$ cat src/rtl/ro_pkg.sv
// Shared types and helpers for the cochlea readout scheduler.
package ro_pkg;

  // Default channel count; also the width of the gray slot counter.
  localparam int unsigned RO_NCH_DEFAULT = 4;

  // Widest gray code the helper functions handle.
  localparam int unsigned RO_MAXW = 32;

  // One slot's worth of readout data for a single channel.
  typedef struct packed {
    logic eve;
    logic pol;
    logic ovf;
  } ro_rec_t;

  // Next code of a w-bit binary-reflected gray counter; wraps to 0 after the last code.
  function automatic logic [RO_MAXW-1:0] gray_next(input logic [RO_MAXW-1:0] g,
                                                   input int unsigned      w);
    logic [RO_MAXW-1:0] b;
    logic [RO_MAXW-1:0] mask;
    b = '0;
    b[RO_MAXW-1] = g[RO_MAXW-1];
    for (int unsigned j = 0; j < RO_MAXW - 1; j++) begin
      b[RO_MAXW-2-j] = b[RO_MAXW-1-j] ^ g[RO_MAXW-2-j];
    end
    b = b + 32'd1;
    mask = (w >= RO_MAXW) ? '1 : ((32'd1 << w) - 32'd1);
    b = b & mask;
    return b ^ (b >> 1);
  endfunction

  // Index of the single bit that differs between a gray code and its successor.
  function automatic int unsigned toggle_index(input logic [RO_MAXW-1:0] g,
                                               input logic [RO_MAXW-1:0] n);
    logic [RO_MAXW-1:0] d;
    int unsigned        idx;
    d   = g ^ n;
    idx = 0;
    for (int unsigned j = 0; j < RO_MAXW; j++) begin
      if (d[j]) idx = j;
    end
    return idx;
  endfunction

endpackage

$ cat src/rtl/ro_block_n_gray_slot_gen.sv
// Enabled gray-code slot counter; sel names the bit that toggles on the next advance.
module gray_slot_gen
  import ro_pkg::*;
#(
  parameter int unsigned NCH = RO_NCH_DEFAULT,
  parameter int unsigned CW  = $clog2(NCH)
) (
  input  logic           clk,
  input  logic           rstb,
  input  logic           en,
  output logic [NCH-1:0] gc,
  output logic [CW-1:0]  sel
);

  logic [NCH-1:0] gc_q;
  logic [NCH-1:0] gc_d;
  logic [NCH-1:0] gc_nxt;

  // Successor code, toggling bit index and hold-while-disabled next state.
  always_comb begin
    gc_nxt = NCH'(gray_next(RO_MAXW'(gc_q), NCH));
    sel    = CW'(toggle_index(RO_MAXW'(gc_q), RO_MAXW'(gc_nxt)));
    gc_d   = en ? gc_nxt : gc_q;
    gc     = gc_q;
  end

  // Counter register with synchronous active-low reset.
  always_ff @(posedge clk) begin
    if (!rstb) gc_q <= '0;
    else       gc_q <= gc_d;
  end

endmodule

$ cat src/rtl/ro_block_n.sv
// Readout scheduler: captures per-channel event strobes and drains them onto
// one shared readout pair in gray-code slot order.
module ro_block_n
  import ro_pkg::*;
#(
  parameter int unsigned NCH    = RO_NCH_DEFAULT,
  parameter int unsigned CW     = $clog2(NCH),
  parameter int unsigned STICKY = 1
) (
  input  logic           clk_master,
  input  logic           rstb,
  input  logic           en,
  input  logic [NCH-1:0] in_eve,
  input  logic [NCH-1:0] in_pol_eve,
  output logic           out_mux_eve,
  output logic           out_mux_pol_eve,
  output logic           out_ovf,
  output logic [CW-1:0]  out_ch,
  output logic           out_valid
);

  logic [NCH-1:0] slot_gc;
  logic [CW-1:0]  sel;
  logic           unused_gc;

  // Per-channel capture state.
  logic [NCH-1:0] pend_q, pend_d;
  logic [NCH-1:0] pol_q,  pol_d;
  logic [NCH-1:0] ovf_q,  ovf_d;

  // Output registers.
  ro_rec_t        rec_q, rec_d;
  logic [CW-1:0]  ch_q,  ch_d;
  logic           valid_q, valid_d;

  gray_slot_gen #(
    .NCH (NCH),
    .CW  (CW)
  ) u_slot (
    .clk  (clk_master),
    .rstb (rstb),
    .en   (en),
    .gc   (slot_gc),
    .sel  (sel)
  );

  // The slot code itself is only needed to derive sel.
  always_comb begin
    unused_gc = ^slot_gc;
  end

  // Capture: a read clears the channel, but an event arriving on the read
  // cycle re-arms it so that event surfaces at the channel's next slot.
  always_comb begin
    pend_d = pend_q;
    pol_d  = pol_q;
    ovf_d  = ovf_q;
    for (int unsigned k = 0; k < NCH; k++) begin
      if (en && (sel == CW'(k))) begin
        ovf_d[k] = 1'b0;
        if (in_eve[k]) begin
          pend_d[k] = 1'b1;
          pol_d[k]  = in_pol_eve[k];
        end else begin
          pend_d[k] = 1'b0;
        end
      end else if (in_eve[k]) begin
        pend_d[k] = 1'b1;
        pol_d[k]  = in_pol_eve[k];
        ovf_d[k]  = ovf_q[k] | pend_q[k];
      end
    end
    if (STICKY == 0) begin
      pend_d = '0;
      pol_d  = '0;
      ovf_d  = '0;
    end
  end

  // Slot read: load the selected channel on enabled cycles, hold otherwise.
  always_comb begin
    rec_d   = rec_q;
    ch_d    = ch_q;
    valid_d = 1'b0;
    if (en) begin
      valid_d = 1'b1;
      ch_d    = sel;
      if (STICKY != 0) begin
        rec_d.eve = pend_q[sel];
        rec_d.pol = pol_q[sel];
        rec_d.ovf = ovf_q[sel];
      end else begin
        rec_d.eve = in_eve[sel];
        rec_d.pol = in_pol_eve[sel];
        rec_d.ovf = 1'b0;
      end
    end
  end

  // All state registers; reset discards pending events and clears outputs.
  always_ff @(posedge clk_master) begin
    if (!rstb) begin
      pend_q  <= '0;
      pol_q   <= '0;
      ovf_q   <= '0;
      rec_q   <= '0;
      ch_q    <= '0;
      valid_q <= 1'b0;
    end else begin
      pend_q  <= pend_d;
      pol_q   <= pol_d;
      ovf_q   <= ovf_d;
      rec_q   <= rec_d;
      ch_q    <= ch_d;
      valid_q <= valid_d;
    end
  end

  // Drive ports from the output registers.
  always_comb begin
    out_mux_eve     = rec_q.eve;
    out_mux_pol_eve = rec_q.pol;
    out_ovf         = rec_q.ovf;
    out_ch          = ch_q;
    out_valid       = valid_q;
  end

endmodule

$ cat config.mk
export PLATFORM = sky130hd
export DESIGN_NAME = ro_block_n
export DESIGN_NICKNAME = d
export VERILOG_FILES = /design/src/rtl/ro_pkg.sv /design/src/rtl/ro_block_n_gray_slot_gen.sv /design/src/rtl/ro_block_n.sv
export SDC_FILE = /design/constraint.sdc
export NUM_CORES = 1
export LEC_CHECK = 0
export CORE_UTILIZATION = 46
export DETAILED_ROUTE_END_ITERATION = 12
export PLACE_DENSITY = 0.79
export SYNTH_ARGS = -nofsm -noshare
export SYNTH_HDL_FRONTEND = slang
export SYNTH_SLANG_ARGS = --single-unit
$ cat constraint.sdc
create_clock -name clk_master -period 1.9 [get_ports clk_master]
set_input_delay 0.285 -clock clk_master [delete_from_list [all_inputs] [get_ports clk_master]]
set_output_delay 0.285 -clock clk_master [all_outputs]
set_load 0.05 [all_outputs]
After elaboration in Yosys (flattened, before gate mapping)
Cells that the tools add are included.

Bits in registers: 22. Output and inout bits: 6. Logic and storage cells: 96.

$add $sub $neg: 1. $lt $le $gt $ge: 1. Equal/unequal tests: 3. Mux-type cells: 50. Bitwise logic cells: 10. Reductions and logical operators: 13.

Operator list (count): $mux W2 (30); $mux W1 (17); $reduce_bool A2 Y1 (4); $reduce_or A2 Y1 (4); $bmux W1 S2 (3); $add A4 B1 Y4 const B (1); $eq A2 B2 Y1 const B (2); $logic_and A1 B1 Y1 (4); $or A1 B1 Y1 (4); $xor A4 B3 Y4 (1); $xor A4 B4 Y4 (1); $lt A2 B3 Y1 const B (1); $xor A1 B1 Y1 (3); $eq A2 B1 Y1 const B (1); $logic_not A2 Y1 (1); $not A1 Y1 (1).

Depth between registers and ports, before layout
Gate-level depths: netlist of run 1.

Depth in word-level cells: 40. Depth in mapped cells: 8.

Hierarchy
From an unflattened synthesis of run 1, not the netlist that was laid out.

Cells, all modules: 103. Area, all modules: 1046.0 um^2.

By module, submodules not included: ro_block_n (times used 1, cells each 65, area an instance 734.5 um^2); gray_slot_gen (times used 1, cells each 38, area an instance 311.5 um^2).

Least setup slack after synthesis of run 1
OpenSTA, ideal clock, no wires.

Kind: register to register. Start point: reg u_slot.gc_q[3], in the netlist u_slot.gc[3]. End point: reg rec_q (netlist bit out_mux_pol_eve). Library setup time: 0.136 ns. Data arrival time: 1.808 ns. Required time: 1.764 ns. Setup slack: -0.044 ns. Stages on the path, launching flop included: 9. Clock period less this slack: 1.944 ns. Path through: dfxtp_1 clkbuf_1 xor2_1 ha_1 clkbuf_1 nor2b_1 o22ai_1 o221ai_1 a31oi_1.

Cells in the longest elaborated chain, start to end: 39.

RTL lines: start, declared (line ro_block_n_gray_slot_gen.sv:15) `logic [NCH-1:0] gc_q;`; start signal, assigned (line ro_block_n_gray_slot_gen.sv:30) `else gc_q <= gc_d;`; $xor A1 B1 Y1 (3 in series) (line ro_pkg.sv:25) `b[RO_MAXW-2-j] = b[RO_MAXW-1-j] ^ g[RO_MAXW-2-j];`; $add A4 B1 Y4 (line ro_pkg.sv:27) `b = b + 32'd1;`; $xor A4 B3 Y4 (line ro_pkg.sv:30) `return b ^ (b >> 1);`; $xor A4 B4 Y4 * (line ro_pkg.sv:38) `d = g ^ n;`; $mux W1 (line ro_pkg.sv:41) `if (d[j]) idx = j;`; $mux W2 (line ro_pkg.sv:41); $mux W2 * (29 in series) (line ro_pkg.sv:41); $bmux W1 S2 * (line ro_block_n.sv:90) `rec_d.pol = pol_q[sel];`; $mux W1 (implied by the code) * (line ro_block_n.sv:90); end signal, assigned (line ro_block_n.sv:113) `rec_q <= rec_d;`; end, declared (line ro_block_n.sv:32) `ro_rec_t rec_q, rec_d;`.

Every way passes the cells marked *; elsewhere a longest branch is shown, timed or not. The select of a mux whose other input is x is not followed. A chain may end at the register's enable or synchronous reset.

Final worst setup path of run 1
Start point: reg u_slot.gc_q[2], in the netlist u_slot.gc[2]. End point: reg rec_q (netlist bit out_mux_pol_eve).

The elaborated chain is that of the path after synthesis.

==> results of run 1 <==
## state kept, by name, summed over array words and instances (netlist names)
name / cells
out_ch: 2
out_mux_eve: 1
out_mux_pol_eve: 1
out_ovf: 1
out_valid: 1
ovf_q: 4
pend_q: 4
pol_q: 4
u_slot.gc: 4
## cells by family after synthesis
| group | Yosys count | share of synthesized area |
|---|---|---|
| and+or+nand+nor | 25 | 0.111 |
| buffers and inverters | 10 | 0.0433 |
| DFF | 22 | 0.423 |
| adders and majority gates | 1 | 0.0120 |
| AOI/OAI and AO/OA | 38 | 0.263 |
| muxes | 7 | 0.0673 |
| xor gates and xnor gates | 6 | 0.0805 |
## per-stage QoR
| stage | cell area, um^2 | instances |
|---|---|---|
| after floorplan | 1040 | 109 |
| after global placement | 1260 | 153 |
| after detailed placement | 1260 | 153 |
| after CTS | 1320 | 157 |
| after global routing | 1380 | 157 |
| final | 1380 | 157 |
## cell type report
type                       count  area share
multi-input combinational     77       0.447
inverter                       3     0.00819
timing repair buffer          24       0.160
clock buffer                   3      0.0164
tap                           27      0.0246
sequential                    22       0.322
clock inverter                 1      0.0218
## placed cells by master, fill, tap and decap left out, types with 2 or more instances in the layout
| master | instances |
|---|---|
| dfxtp_1 | 20 |
| clkdlybuf4s50_1 | 16 |
| nor2_1 | 12 |
| a21oi_1 | 8 |
| buf_4 | 8 |
| mux2i_1 | 7 |
| o21ai_0 | 7 |
| a31oi_1 | 5 |
| o221ai_1 | 4 |
| inv_1 | 3 |
| nand3_1 | 3 |
| nand2_1 | 3 |
| clkbuf_4 | 3 |
| a311oi_1 | 2 |
| o221ai_2 | 2 |
| and2_1 | 2 |
| a22o_1 | 2 |
| dfxtp_2 | 2 |
## critical path: stages (launching register included)
cell and delay [ns]:
dfxtp_2 0.36, xor2_2 0.18, ha_2 0.39, nor2b_2 0.08, o31ai_4 0.38, o221ai_1 0.23
a31oi_1 0.19
## where the power goes
part / switching, W / internal [W] / leakage (nW) / total (W)
Clock: 0.000152 / 0.000214 / 0.0279 / 0.000365
Sequential: 0.0000368 / 0.000508 / 0.183 / 0.000545
Combinational: 0.000277 / 0.000233 / 0.319 / 0.000510
Total: 0.000466 / 0.000955 / 0.529 / 0.00142
## cell usage after synthesis, drive strengths merged
library cell	n	area [um^2]
o31ai	1	21.3
nor3b	1	7.51
a22oi	1	7.51
xnor2	2	17.5
xor3	1	25.0
a211oi	1	7.51
a21bo	1	10.0
dfxtp	22	440
a21boi	1	7.51
o221ai	6	52.6
o22ai	1	6.26
xnor3	1	23.8
nand2b	1	6.26
and3	1	6.26
xor2	2	17.5
a31oi	6	43.8
a311oi	2	17.5
ha	1	12.5
nand3	3	15.0
o21a	1	7.51
mux2i	7	70.1
nor2	12	45.0
clkbuf	6	22.5
buf	1	11.3
a21oi	8	40.0
inv	3	11.3
and2	2	12.5
nand2	3	11.3
o21ai	7	35.0
a22o	2	17.5
nor2b	1	6.26
nor3	1	5.00
## metal layers
| metal | global-route usage | up-vias |
|---|---|---|
| met5 | 0 | - |
| li1 | - | 441 |
| met1 | 0.252 | 426 |
| met4 | 0.0952 | 0 |
| met3 | 0.0556 | 7 |
| met2 | 0.374 | 19 |
## worst paths after layout
path / endpoint / slack, ns / cells past startpoint
setup / recovery: out_mux_pol_eve / 0.05 / 6
hold / removal: pol_q[1] / 0.51 / 2
hold reg to reg: pol_q[1] / 0.51 / 2
setup reg to reg: out_mux_pol_eve / 0.05 / 6
==> run summary, run 1 <==
Status = completed
Io pins = 17
Worst VDD drop = 907 uV
Final setup margin = 0.0489 ns
Met1 wire length = 1060 um
Num CTS Buffers = 3
Worst reg2reg startpoint = u_slot.gc[2]
Residual DRC = 0
# rows = 16
Element type at the critical path start = flip-flop
Iter 0 DRT Violations = 16
CP endpoint kind = flip-flop
Die span in x = 49.6 um
Clk_skew = 0.00487 ns
Yosys cell types = 33
Diodes inserted = 0
FF/Latch Area = 443 um^2
Post-DRT Antenna Nets = 0
WL met3 = 82 um
Gr ovfl total = 0
Sequential share of the synthesized area = 0.423
Die Span Y = 49.6 um
GPL Wtd Cong = 0.873
Met2 routed WL = 1230 um
Hold Fails Final Rpt = 0
Crit path launch = u_slot.gc[2]
All-Layer GR Usage = 0.218
Worst hold slack = 0.513 ns
Post-cts sizing count = 0
First-pass GRT wire length = 4020 um
Initial antenna violation count = 0
Synthesized Nets = 121
Hold Crit Class = reg -> reg
Final net count = 143
Final core occ = 0.673
Core box area = 2040 um^2
Max-cap violations = 0
PortBufs = 16
Vias in the first global route = 878
DR vias/cell = 5.69
Highest clock rate = 540 MHz
Worst path arrival time = 2.11 ns
Die area = 2460 um^2
Number of setup buffers added after CTS = 0
Mapped cell area = 1040 um^2
Fillcell total = 168
Max Used Layer = met4
Worst-case headroom to the max-slew limit = 0.668
Root buffer cell = clkbuf_4
Design Power = 0.00142 W
CTS Hold Bufs = 0
Syn Area/Cell = 9.55 um^2
Routed wire length = 2430 um
Per-cell routed wire length = 15.5 um
Cells after synthesis = 109
Worst slew pin tran = 0.496 ns
Clk pin slew, worst setup/hold paths = 0.13 ns
Vias = 893
Synth warn = 0
Sum Neg Setup Slack = 0 ns
Hold Path Origin = pol_q[1]
Layout cells sized above 1 = 0.223
Drt pass-1 iters = 4
Pins over their slew limit = 0
TritonCTS clock tree = yes
Fin crit period = 1.85 ns
HPWL after DPL = 1670 um
WP data required = 2.16 ns
Clock Path Buffers = 2
Power Dens Cells = 1030 nW/um^2
Seq cells post-synth = 22
Largest net degree at the start of global routing = 17
Static leakage = 0.529 nW
Worst-Skew Late Latency = 0.32 ns
Starting Density = 0.510
Worst-path fanout max = 7
Final Cycle Share = 0.974
Footprint of the multi-input gates = 614 um^2
Worst Path Class, Setup = reg -> reg
Setup violators final = 0
Area delta synth->final = 32.1%
CTS sink count = 22
DP Worst Slack = 0.0264 ns
H-tree levels = 1
Power figures use the tool's default switching activity.
==> run 2, diff against run 1 <==
Settings changed: CORE_UTILIZATION 46 to 55, GPL_TIMING_DRIVEN from default to 0, PLACE_DENSITY 0.79 to 0.88, SKIP_CTS_REPAIR_TIMING from default to 1.
Clock period 1.9 ns to 2.2 ns, I/O delays scaled along.
==> run 2 against run 1 <==
Compared with the run above: via count grew 0.90%; fmax shrank 9.8%; clock power shrank 39%; critical endpoint is now ovf_q[2]; critical path type unchanged.
==> run summary, run 2 (synthesis results as in run 1) <==
Status = completed
Worst-case headroom to the max-slew limit = 0.656
Static leakage = 0.484 nW
Commonest non-fill, non-tap cell in the layout = dfxtp_1
Final Cycle Share = 0.933
Clock share of power = 0.206
Die span in x = 45.5 um
CP endpoint kind = flip-flop
Crit path max-delay cell type = dfxtp_1
Worst VDD drop = 595 uV
Die area = 2070 um^2
Critical path's largest stage delay = 0.49 ns
Switching Share = 0.347
Pins over their slew limit = 0
Area delta synth->final = 23.7%
GPL Wtd Cong = 0.926
Clk pin slew, worst setup/hold paths = 0.12 ns
Iter 0 DRT Violations = 23
DP Worst Slack = -0.0763 ns
Fin crit period = 2.05 ns
Max-cap violations = 0
Worst Path Class, Setup = reg -> reg
Root buffer cell = clkbuf_4
Most frequent cells in the layout = dfxtp_1, clkdlybuf4s50_1, nor2_1, a21oi_1
Largest net degree at the start of global routing = 13
All-Layer GR Usage = 0.243
CTS sink count = 22
Switching power = 0.000379 W
Final net count = 140
Setup violators final = 0
Fillcell total = 138
Worst-Skew Late Latency = 0.31 ns
Combinational share of power = 0.366
PortBufs = 16
Hold Crit Class = reg -> reg
Diodes inserted = 0
Clock Path Buffers = 2
Vias in the first global route = 831
Layout cells sized above 1 = 0.110
Die Span Y = 45.5 um
Clk_skew = 0.00129 ns
Final setup margin = 0.148 ns
Cell Chain, Critical Path = xor2_1, ha_2, nand2b_1, a31oi_4, nand3_1, nor3b_1
Worst slew pin tran = 0.516 ns
HPWL after DPL = 1700 um
Num CTS Buffers = 3
Drt pass-1 iters = 4
Finished Layout Cells = 152
Initial antenna violation count = 0
Element type at the critical path start = flip-flop
Worst-path fanout max = 7
Post-DRT Antenna Nets = 0
DR vias/cell = 5.93
Per-cell routed wire length = 15.1 um
Flop pwr share = 0.428
Vias = 901
TritonCTS clock tree = yes
Starting Density = 0.596
H-tree levels = 1
Power Dens Cells = 848 nW/um^2
Gr ovfl total = 0
Worst path arrival time = 2.24 ns
WP data required = 2.39 ns
Residual DRC = 0
Hold Fails Final Rpt = 0
Placed cell count = 150
Io pins = 17
Highest clock rate = 487 MHz
Int Power = 0.000713 W
Routed wire length = 2300 um
First-pass GRT wire length = 3550 um
Sum Neg Setup Slack = 0 ns
# rows = 15
Core box area = 1750 um^2
-- run 2: cell types whose count changed in the layout (fill, tap and decap cells not counted), sizes merged --
cell    previous run  this run
clkbuf             3         8
bufinv             1         0
buf                8         1
-- run 2: through the flow --
stage | util | hold WS, ns | area [um^2] | power, W
floorplan | - | 0.447 | 1040 | 0.000749
global placement | 0.706 | 0.476 | 1230 | 0.000836
detailed placement | 0.706 | 0.488 | 1230 | 0.000850
CTS | 0.727 | 0.517 | 1270 | 0.00107
global route | 0.738 | 0.556 | 1290 | 0.00115
finish | 0.738 | 0.514 | 1290 | 0.00109
-- run 2: worst paths after layout --
path,from,end,slack [ns],cells after the start
setup / recovery,u_slot.gc[3],ovf_q[2],0.15,6
hold / removal,pol_q[1],pol_q[1],0.51,2
setup reg to reg,u_slot.gc[3],ovf_q[2],0.15,6
hold reg to reg,pol_q[1],pol_q[1],0.51,2
-- run 2: final cells by class --
class                   count  area [um^2]  area share
repair buffers             16          160       0.124
inverters                   3         11.3     0.00875
clock buffers               4         36.3      0.0282
flip-flops and latches     22          440       0.342
plain buffers               5         26.3      0.0204
well taps                  25         31.3      0.0243
multi-input cells          77          582       0.452
-- run 2: worst max-delay path: cells and delay by family, from the launching register on --
kind | cells | cell delay, ns
xor+xnor | 1 | 0.23
simple gates | 3 | 0.56
fa+ha+maj | 1 | 0.36
flops | 1 | 0.49
compound gates | 1 | 0.28
-- run 2: routing by layer --
| metal | vias to the layer above | global-route usage | share of wire |
|---|---|---|---|
| met3 | 4 | 0.0397 | 0.032 |
| met4 | 0 | 0.115 | 0.020 |
| met2 | 28 | 0.403 | 0.49 |
| li1 | 443 | - | - |
| met1 | 426 | 0.305 | 0.45 |
| met5 | - | 0 | 0 |
-- run 2: power groups by stage --
stage	logic, W	clock network (W)	registers (W)
3_5_place_dp	0.000377	0	0.000473
2_1_floorplan	0.000238	0	0.000510
3_3_place_gp	0.000365	0	0.000471
4_1_cts	0.000378	0.000225	0.000464
6_report	0.000400	0.000224	0.000467
5_1_grt	0.000432	0.000245	0.000472
